### src/rtl/tile_move_controller_pkg.sv
// Shared types for the current-tile move controller: commands, tile types,
// board coordinates, controller states and move-availability bit indices.
package tile_move_controller_pkg;

    typedef enum logic [2:0] {
        eCmdNone,
        eCmdLeft,
        eCmdRight,
        eCmdDown,
        eCmdRotate,
        eCmdHardDrop
    } move_cmd_e;

    typedef enum logic [2:0] {
        eNon,
        eI,
        eO,
        eT,
        eS,
        eZ,
        eJ,
        eL
    } tile_type_e;

    localparam int pos_x_w_c = 4;
    localparam int pos_y_w_c = 5;

    typedef struct packed {
        logic [pos_x_w_c-1:0] x_m;
        logic [pos_y_w_c-1:0] y_m;
    } point_t;

    typedef enum logic [2:0] {
        eStart,
        eSpawn,
        eFetch,
        eWaitJudge,
        eRun,
        eLock,
        eDrop,
        eOver
    } ctrl_state_e;

    localparam int mv_left_c   = 0;
    localparam int mv_right_c  = 1;
    localparam int mv_down_c   = 2;
    localparam int mv_rotate_c = 3;

    // Minimum cycles the tile memory needs after a strobe before its
    // availability bits describe the new position.
    localparam logic [2:0] judge_wait_c = 3'd4;

    function automatic point_t move_point(input point_t p, input move_cmd_e cmd);
        point_t r;
        r = p;
        case (cmd)
            eCmdLeft:  r.x_m = p.x_m - 4'd1;
            eCmdRight: r.x_m = p.x_m + 4'd1;
            eCmdDown:  r.y_m = p.y_m + 5'd1;
            default:   r = p;
        endcase
        return r;
    endfunction

endpackage

### src/rtl/tile_move_controller_gravity_timer.sv
// Gravity tick generator: counts enabled cycles and raises a pending flag
// every period_p cycles; the flag holds until served or cleared.
module tile_move_controller_gravity_timer #(
    parameter int unsigned period_p = 25000000
) (
    input  logic clk_i,
    input  logic reset_i,
    input  logic en_i,
    input  logic clr_i,
    input  logic served_i,
    output logic pending_o
);

    localparam int unsigned cnt_w_lp = $clog2(period_p);
    localparam logic [cnt_w_lp-1:0] last_lp = cnt_w_lp'(period_p - 1);

    logic [cnt_w_lp-1:0] cnt_q, cnt_d;
    logic                pending_q, pending_d;

    always_comb begin
        cnt_d     = cnt_q;
        pending_d = pending_q;
        if (served_i) begin
            pending_d = 1'b0;
        end
        if (en_i) begin
            if (cnt_q == last_lp) begin
                cnt_d     = '0;
                pending_d = 1'b1;
            end else begin
                cnt_d = cnt_q + 1'b1;
            end
        end
        // A successful down move restarts the whole period.
        if (clr_i) begin
            cnt_d     = '0;
            pending_d = 1'b0;
        end
    end

    always_ff @(posedge clk_i or posedge reset_i) begin
        if (reset_i) begin
            cnt_q     <= '0;
            pending_q <= 1'b0;
        end else begin
            cnt_q     <= cnt_d;
            pending_q <= pending_d;
        end
    end

    assign pending_o = pending_q;

endmodule

### src/rtl/tile_move_controller.sv
// Current-tile sequencer: spawn, move/rotate, gravity, lock and game over.
// Optional hard drop is built when TILE_MOVE_HARD_DROP_EN is defined.
module tile_move_controller
    import tile_move_controller_pkg::*;
#(
    parameter int unsigned gravity_period_p = 25000000,
    parameter int unsigned spawn_x_p        = 3,
    parameter int unsigned spawn_y_p        = 0
) (
    input  logic        clk_i,
    input  logic        reset_i,
    input  move_cmd_e   cmd_i,
    input  logic        cmd_v_i,
    output logic        cmd_ready_o,
    input  logic        ctm_ready_i,
    input  logic [3:0]  ctm_move_avail_i,
    input  point_t      ctm_pos_i,
    input  tile_type_e  ctm_type_i,
    input  logic [1:0]  ctm_angle_i,
    input  tile_type_e  ctm_next_type_i,
    input  logic [1:0]  ctm_next_angle_i,
    output point_t      ctm_pos_o,
    output logic        ctm_pos_v_o,
    output tile_type_e  ctm_type_o,
    output logic [1:0]  ctm_angle_o,
    output logic        ctm_type_v_o,
    output logic        ctm_fetch_next_o,
    output logic        ctm_empty_o,
    output logic        commit_v_o,
    input  logic        commit_ready_i,
    output logic        game_over_o,
    output ctrl_state_e state_o
);

    localparam logic [pos_x_w_c-1:0] spawn_x_lp = pos_x_w_c'(spawn_x_p);
    localparam logic [pos_y_w_c-1:0] spawn_y_lp = pos_y_w_c'(spawn_y_p);
    localparam point_t spawn_pt_lp = '{x_m: spawn_x_lp, y_m: spawn_y_lp};

    ctrl_state_e state_q, state_d;
    point_t      pos_q, pos_d;
    tile_type_e  type_q, type_d;
    logic [1:0]  angle_q, angle_d;
    logic        pos_v_q, pos_v_d;
    logic        type_v_q, type_v_d;
    logic        fetch_q, fetch_d;
    logic        empty_q, empty_d;
    logic        commit_v_q, commit_v_d;
    logic        game_over_q, game_over_d;
    logic [2:0]  judge_cnt_q, judge_cnt_d;

    logic grav_pending, grav_en, grav_clr, grav_served;
    logic try_down;

    // Handshakes: a command transfers on a cycle where cmd_v_i & cmd_ready_o,
    // and the sender holds cmd_i/cmd_v_i until then; a commit transfers on a
    // cycle where commit_v_o & commit_ready_i, with commit_v_o held until then.
    assign cmd_ready_o = (state_q == eRun) && !grav_pending && ctm_ready_i;
    assign grav_en     = (state_q == eRun);

    tile_move_controller_gravity_timer #(
        .period_p (gravity_period_p)
    ) u_gravity (
        .clk_i     (clk_i),
        .reset_i   (reset_i),
        .en_i      (grav_en),
        .clr_i     (grav_clr),
        .served_i  (grav_served),
        .pending_o (grav_pending)
    );

    always_comb begin
        state_d     = state_q;
        pos_d       = pos_q;
        type_d      = ctm_type_i;
        angle_d     = ctm_angle_i;
        pos_v_d     = 1'b0;
        type_v_d    = 1'b0;
        fetch_d     = 1'b0;
        empty_d     = 1'b0;
        commit_v_d  = commit_v_q;
        game_over_d = game_over_q;
        judge_cnt_d = 3'd0;
        grav_clr    = 1'b0;
        grav_served = 1'b0;
        try_down    = 1'b0;

        case (state_q)
            eStart: begin
                if (ctm_ready_i) state_d = eSpawn;
            end
            eSpawn: begin
                if (ctm_ready_i) begin
                    type_d   = ctm_next_type_i;
                    angle_d  = ctm_next_angle_i;
                    type_v_d = 1'b1;
                    pos_d    = spawn_pt_lp;
                    pos_v_d  = 1'b1;
                    state_d  = eFetch;
                end
            end
            eFetch: begin
                if (ctm_ready_i) begin
                    fetch_d = 1'b1;
                    state_d = eWaitJudge;
                end
            end
            eWaitJudge: begin
                if (judge_cnt_q >= judge_wait_c && ctm_ready_i) begin
                    state_d = eRun;
                end else begin
                    judge_cnt_d = (judge_cnt_q >= judge_wait_c) ? judge_cnt_q : judge_cnt_q + 3'd1;
                end
            end
            eRun: begin
                if (ctm_ready_i) begin
                    if (grav_pending) begin
                        grav_served = 1'b1;
                        try_down    = 1'b1;
                    end else if (cmd_v_i) begin
                        case (cmd_i)
                            eCmdLeft: begin
                                if (ctm_move_avail_i[mv_left_c]) begin
                                    pos_d   = move_point(ctm_pos_i, eCmdLeft);
                                    pos_v_d = 1'b1;
                                    state_d = eWaitJudge;
                                end
                            end
                            eCmdRight: begin
                                if (ctm_move_avail_i[mv_right_c]) begin
                                    pos_d   = move_point(ctm_pos_i, eCmdRight);
                                    pos_v_d = 1'b1;
                                    state_d = eWaitJudge;
                                end
                            end
                            eCmdDown: try_down = 1'b1;
                            eCmdRotate: begin
                                if (ctm_move_avail_i[mv_rotate_c]) begin
                                    angle_d  = ctm_angle_i + 2'd1;
                                    type_v_d = 1'b1;
                                    state_d  = eWaitJudge;
                                end
                            end
`ifdef TILE_MOVE_HARD_DROP_EN
                            eCmdHardDrop: state_d = eDrop;
`endif
                            default: ;
                        endcase
                    end
                end
            end
`ifdef TILE_MOVE_HARD_DROP_EN
            eDrop: begin
                if (judge_cnt_q >= judge_wait_c && ctm_ready_i) begin
                    try_down = 1'b1;
                end else begin
                    judge_cnt_d = (judge_cnt_q >= judge_wait_c) ? judge_cnt_q : judge_cnt_q + 3'd1;
                end
            end
`endif
            eLock: begin
                // The tile memory has been idle since the lock decision, so
                // the clear strobe can follow the handshake directly.
                if (commit_v_q && commit_ready_i) begin
                    commit_v_d = 1'b0;
                    empty_d    = 1'b1;
                    state_d    = eStart;
                end
            end
            eOver: begin
                game_over_d = 1'b1;
            end
            default: state_d = eStart;
        endcase

        if (try_down) begin
            if (ctm_move_avail_i[mv_down_c]) begin
                pos_d    = move_point(ctm_pos_i, eCmdDown);
                pos_v_d  = 1'b1;
                grav_clr = 1'b1;
                state_d  = (state_q == eDrop) ? eDrop : eWaitJudge;
            end else if (ctm_pos_i.y_m == spawn_y_lp) begin
                state_d     = eOver;
                game_over_d = 1'b1;
            end else begin
                state_d    = eLock;
                commit_v_d = 1'b1;
            end
        end
    end

    always_ff @(posedge clk_i or posedge reset_i) begin
        if (reset_i) begin
            state_q     <= eStart;
            pos_q       <= spawn_pt_lp;
            type_q      <= eNon;
            angle_q     <= 2'd0;
            pos_v_q     <= 1'b0;
            type_v_q    <= 1'b0;
            fetch_q     <= 1'b0;
            empty_q     <= 1'b0;
            commit_v_q  <= 1'b0;
            game_over_q <= 1'b0;
            judge_cnt_q <= 3'd0;
        end else begin
            state_q     <= state_d;
            pos_q       <= pos_d;
            type_q      <= type_d;
            angle_q     <= angle_d;
            pos_v_q     <= pos_v_d;
            type_v_q    <= type_v_d;
            fetch_q     <= fetch_d;
            empty_q     <= empty_d;
            commit_v_q  <= commit_v_d;
            game_over_q <= game_over_d;
            judge_cnt_q <= judge_cnt_d;
        end
    end

    assign ctm_pos_o        = pos_q;
    assign ctm_pos_v_o      = pos_v_q;
    assign ctm_type_o       = type_q;
    assign ctm_angle_o      = angle_q;
    assign ctm_type_v_o     = type_v_q;
    assign ctm_fetch_next_o = fetch_q;
    assign ctm_empty_o      = empty_q;
    assign commit_v_o       = commit_v_q;
    assign game_over_o      = game_over_q;
    assign state_o          = state_q;

endmodule

### config.mk
export PLATFORM = sky130hd
export DESIGN_NAME = tile_move_controller
export DESIGN_NICKNAME = d
export VERILOG_FILES = /design/src/rtl/tile_move_controller_pkg.sv /design/src/rtl/tile_move_controller_gravity_timer.sv /design/src/rtl/tile_move_controller.sv
export SDC_FILE = /design/constraint.sdc
export NUM_CORES = 1
export LEC_CHECK = 0
export ABC_CLOCK_PERIOD_IN_PS = 2300
export BUFFER_PORTS_ARGS = -buffer_cell sky130_fd_sc_hd__buf_2
export CAP_MARGIN = 20
export CORE_MARGIN = 2
export CORE_UTILIZATION = 45
export DETAILED_ROUTE_END_ITERATION = 8
export PLACE_DENSITY = 0.64
export REMOVE_ABC_BUFFERS = 1
export SYNTH_ARGS = -nofsm -noshare
export SYNTH_HDL_FRONTEND = slang
export SYNTH_HIERARCHICAL = 1
export SYNTH_SLANG_ARGS = --single-unit
### constraint.sdc
create_clock -name clk_i -period 2.3 [get_ports clk_i]
set_input_delay 0.46 -clock clk_i [delete_from_list [all_inputs] [get_ports clk_i]]
set_output_delay 0.46 -clock clk_i [all_outputs]
set_load 0.05 [all_outputs]
**Word-level counts from Yosys, hierarchy flattened**

Index checks and enable logic that the tools add are counted.

- Flip-flop bits (word level): 52
- Input bits: 31
- Output and inout bits: 24
- Logic and storage cells: 140

- Add/subtract/negate cells: 6
- $lt $le $gt $ge: 1
- Eq/ne operators: 26
- Muxes and demuxes: 84
- Reduce and logical (&&, ||, !) cells: 9

Operator list:

| kind | number |
|---|---|
| two-way mux 25 bit | 3 |
| two-way mux 9 bit | 8 |
| two-way mux 3 bit | 19 |
| two-way mux 1 bit | 39 |
| one-hot mux 9 bit (2 select lines) | 2 |
| adder 25 x 1 -> 25 bit (second input constant) | 1 |
| equality test 25 bit (second input constant) | 1 |
| inequality test 3 bit (second input constant) | 7 |
| one-hot mux 3 bit (7 select lines) | 1 |
| equality test 3 bit (second input constant) | 5 |
| two-way mux 2 bit | 7 |
| AND reduction 13 bit | 1 |
| equality test 3 x 2 -> 1 bit (second input constant) | 4 |
| inequality test 4 bit (second input constant) | 3 |
| one-hot mux 3 bit (3 select lines) | 1 |
| equality test 3 x 1 -> 1 bit (second input constant) | 2 |
| inequality test 3 x 2 -> 1 bit (second input constant) | 2 |
| one-hot mux 1 bit (2 select lines) | 3 |
| adder 5 x 1 -> 5 bit (second input constant) | 1 |
| logical NOT 5 bit | 1 |
| inequality test 5 x 1 -> 1 bit (second input constant) | 1 |
| adder 4 x 1 -> 4 bit (second input constant) | 1 |
| logical AND 1 bit | 4 |
| one-hot mux 2 bit (2 select lines) | 1 |
| other kinds (8) | 8 |

**Logic depth before layout (Yosys ltp)**

- Depth after elaboration: 9
- Mapped depth: 11
- Gate-level depth less buffers: 10

**Cells and area by module**

The synthesis kept the hierarchy.

Modules (own cells, without submodules):

| module | instances | cells each | area an instance (µm²) | seq. area each (µm²) |
|---|---|---|---|---|
| tile_move_controller | 1 | 195 | 1876.8 | 653.1 |
| tile_move_controller_gravity_timer | 1 | 172 | 1536.5 | 650.6 |

**Least setup slack after synthesis**

OpenSTA, ideal clock, no wires.

- Path type: flip-flop to output port
- Start point: reg state_q[2] (netlist: state_o[2])
- End point: out cmd_ready_o
- Arrival time: 2157 ps
- Required time: 1840 ps
- Slack: -317 ps
- Cell stages (with the launch flop): 8
- Buffers on the path: 2
- Path through: dfrtp_1 > buf_6 > inv_4 > or3_4 > clkinv_8 > buf_12 > nand2_4 > nor2_1

- Longest elaborated chain between the ends: 3

RTL lines:

| what | RTL line | source |
|---|---|---|
| start: declaration | tile_move_controller.sv:39 | `ctrl_state_e state_q, state_d;` |
| start signal: assignment | tile_move_controller.sv:193 | `state_q <= eStart;` |
| start signal: assignment | tile_move_controller.sv:205 | `state_q <= state_d;` |
| equality test 3 bit | - |  |
| via grav_en | tile_move_controller.sv:51 | `logic grav_pending, grav_en, grav_clr, grav_served;` |
| logical AND 1 bit (2 in series) | tile_move_controller.sv:57 | `assign cmd_ready_o = (state_q == eRun) && !grav_pending && ctm_ready_i;` |
| end: declaration | tile_move_controller.sv:14 | `output logic cmd_ready_o,` |

The timed path passes the listed nets, and every way through them passes these cells.

**Worst setup path in the final report**

- Start point: reg state_q[1] (netlist: state_o[1])
- End point: out cmd_ready_o

- Longest elaborated chain between the ends: 3

RTL lines:

| what | RTL line |
|---|---|
| equality test 3 bit | tile_move_controller.sv:57 |
| logical AND 1 bit (2 in series) | tile_move_controller.sv:57 |

No other way between the ends.

==> flow_metrics.env <==
export IMPL_status="finished clean"
export IMPL_clk_pin_slew_ns=0.10
export IMPL_placed_cell_area_mm2=0.003810
export IMPL_die_h_um=91.09
export IMPL_synth_most_common_cell="dfrtp_1"
export IMPL_root_buffer="clkbuf_8"
export IMPL_hold_viol=0
export IMPL_cts_tree="done"
export IMPL_critPathKind="flop to primary output"
export IMPL_place_hpwl_um=5878
export IMPL_layoutNonFillerInstCount=527
export IMPL_leakage_nw=1.729
export IMPL_place_ws_ns=0.1681
export IMPL_fmaxAchievable_mhz=452.7
export IMPL_tightest_slew_ns=0.7766
export IMPL_worst_setup_path_end_kind="primary output"
export IMPL_postLayoutCoreUtil_pct=53.77
export IMPL_synthTopCellsByArea="dfrtp_1 37%, nand2_1 4.0%, nor2_1 3.1%"
export IMPL_ys_ff_latch=52
export IMPL_core_area_mm2=0.007292
export IMPL_portBuffers=54
export IMPL_holdWs_ns=0.1522
export IMPL_vias_per_cell=5.780
export IMPL_ir_drop_mv=0.3888
export IMPL_drt_initial_drc_count=166
export IMPL_wirelength_um=8113
export IMPL_clk_latency_ns=0.31
export IMPL_grt_overflow=0
export IMPL_syn2layout_area_growth_pct=14.88
export IMPL_post_route_period_util_pct=96.05
export IMPL_h_tree_depth=2
export IMPL_vias=3046
export IMPL_design_die_area_mm2=0.008297
export IMPL_syn_inst=367
export IMPL_synth_top_area_share_pct=36.66
export IMPL_ys_warnings_count=6
export IMPL_p_total_mw=2.938
export IMPL_grt_pass1_wl_um=13350
export IMPL_crit_path_start_kind="flop"
export IMPL_setup_slack_ns=0.09082
export IMPL_synth_top_flop_cell="dfrtp_1"
export IMPL_fin_skew_ns=0.005951
export IMPL_io_pins=55
export IMPL_syn_cell_area_mm2=0.003413
export IMPL_relSlewSlack_pct=47.50
export IMPL_rsz0062_at_grt="false"
export IMPL_num_nets_final=464
export IMPL_finalCriticalPeriod_ns=2.209
export IMPL_clock_sinks=52
export IMPL_fill_cells=704
export IMPL_cts_buffers=5
export IMPL_rows=31
export IMPL_fin_area_mm2=0.003921
export IMPL_drcViolationCount=0
export IMPL_crit_arrival_ns=1.75
export IMPL_antenna_found_initial=0
export IMPL_ys_types=81
export IMPL_synth_edf_count=0
export IMPL_synth_async_reset_ratio_pct=100.0
export IMPL_grt_max_degree=30
export IMPL_finalMaxSlewViolations=0
export IMPL_drive_gt1_share_pct=28.04
export IMPL_hp_class="input port to asynchronous set/reset pin"
export IMPL_clock_path_buffers=2
export IMPL_grt_use_total_pct=19.59
export IMPL_initial_utilization_pct=46.81
export IMPL_crit_fanout=15
export IMPL_multiInputGateArea_mm2=0.001897
export IMPL_routedWlPerCell_um=15.39
export IMPL_firstDrtPassIters=5
export IMPL_required_ns=1.84
export IMPL_setup_viol=0
export IMPL_gp_congestion=0.8618
export IMPL_yosysTopAreaCell="dfrtp_1"
export IMPL_p_per_area_mw_per_mm2=749.2
export IMPL_dieWidth_um=91.09
export IMPL_seq_area_frac_synth_pct=38.20
export IMPL_postCtsSetupRepairBufs=0
export IMPL_syn_area_per_cell_um2=9.300
export IMPL_grt_pass1_vias=2749
export IMPL_max_cap_violations=0
export IMPL_synth_commonest_cells="50 x dfrtp_1, 36 x nand2_1, 28 x nor2_1"
export IMPL_timing_setup_tns_ns=0
export IMPL_seqCellArea_mm2=0.001304
export IMPL_drtAntennaViolNets=0
export IMPL_antenna_cells=0
export IMPL_post_place_cells=518
==> final timing paths <==
| check | startpoint | to | slack (ns) | depth (start not counted) |
|---|---|---|---|---|
| setup / recovery | state_o[1] | cmd_ready_o | 0.09 | 5 |
| hold / removal | reset_i | ctm_type_o[2] | 0.15 | 2 |
| setup reg to reg | u_gravity/cnt_q[0] | u_gravity/cnt_q[14] | 0.15 | 6 |
| hold reg to reg | game_over_o | game_over_o | 0.49 | 2 |
| max in group asynchronous | reset_i | ctm_pos_o[5] | 1.50 | 3 |
| min in group clk_i | ctm_angle_i[1] | ctm_angle_o[1] | 0.37 | 2 |
==> routing by layer <==
metal	share of wire (%)	wire length [µm]	GRT usage [%]
met5	0	0	0
met4	1.5	119	5.556
met1	48	3896	28.28
met3	5.9	478	3.568
met2	45	3619	30.12
==> placed cells by master (no fill, tap or decap), types with 10 or more instances in the layout <==
cell type	n
nor2_1	28
nand2_1	36
nand3_1	12
o21ai_0	10
inv_1	21
a21oi_1	15
nand4_1	10
buf_4	16
buf_2	53
nor3_1	10
dfrtp_1	50
==> worst max-delay path, cell delays in order (launching register included) <==
cell	delay, ns
dfrtp_1	0.39
or3_4	0.49
clkinv_8	0.15
nand2_4	0.08
nor2_1	0.12
buf_4	0.21
==> power by group <==
group / internal (mW) / leakage [nW] / switching, mW
clock: 0.216 / 0.0404 / 0.321
sequential: 1.07 / 0.640 / 0.132
combinational: 0.392 / 1.05 / 0.804
total: 1.68 / 1.73 / 1.26
==> what timing repair did <==
action                                  4_1_cts  5_1_grt
endpoints found under the setup margin        1        2
gates resized for setup                       1        1
cloned                                        0        1
pin swaps                                     0        0
hold buffers                                  0        0
==> cell families after synthesis <==
kind of cell,synth area share (%)
mux,2.199
compound gates,18.88
fa+ha+maj,2.199
buf+inv,6.452
flops,38.20
simple gates,28.74
xor+xnor,3.336
==> registers in the layout (all words and copies together), names as in the netlist <==
signal and flops:
ctm_empty_o 1, ctm_type_v_o 1, game_over_o 1, u_gravity/cnt_q 25, ctm_angle_o 2, ctm_fetch_next_o 1
ctm_pos_o 9, commit_v_o 1, ctm_pos_v_o 1, state_o 3, ctm_type_o 3, u_gravity/pending_o 1
judge_cnt_q 3
==> cell type report <==
cell class / count / area share (%)
timing repair inverter: 1 / 0.2234
clock inverter: 3 / 0.6063
tap: 99 / 3.159
sequential: 52 / 33.25
inverter: 25 / 2.808
multi-input combinational: 273 / 48.37
timing repair buffer: 69 / 9.828
clock buffer: 5 / 1.755
Power figures use the tool's default switching activity.
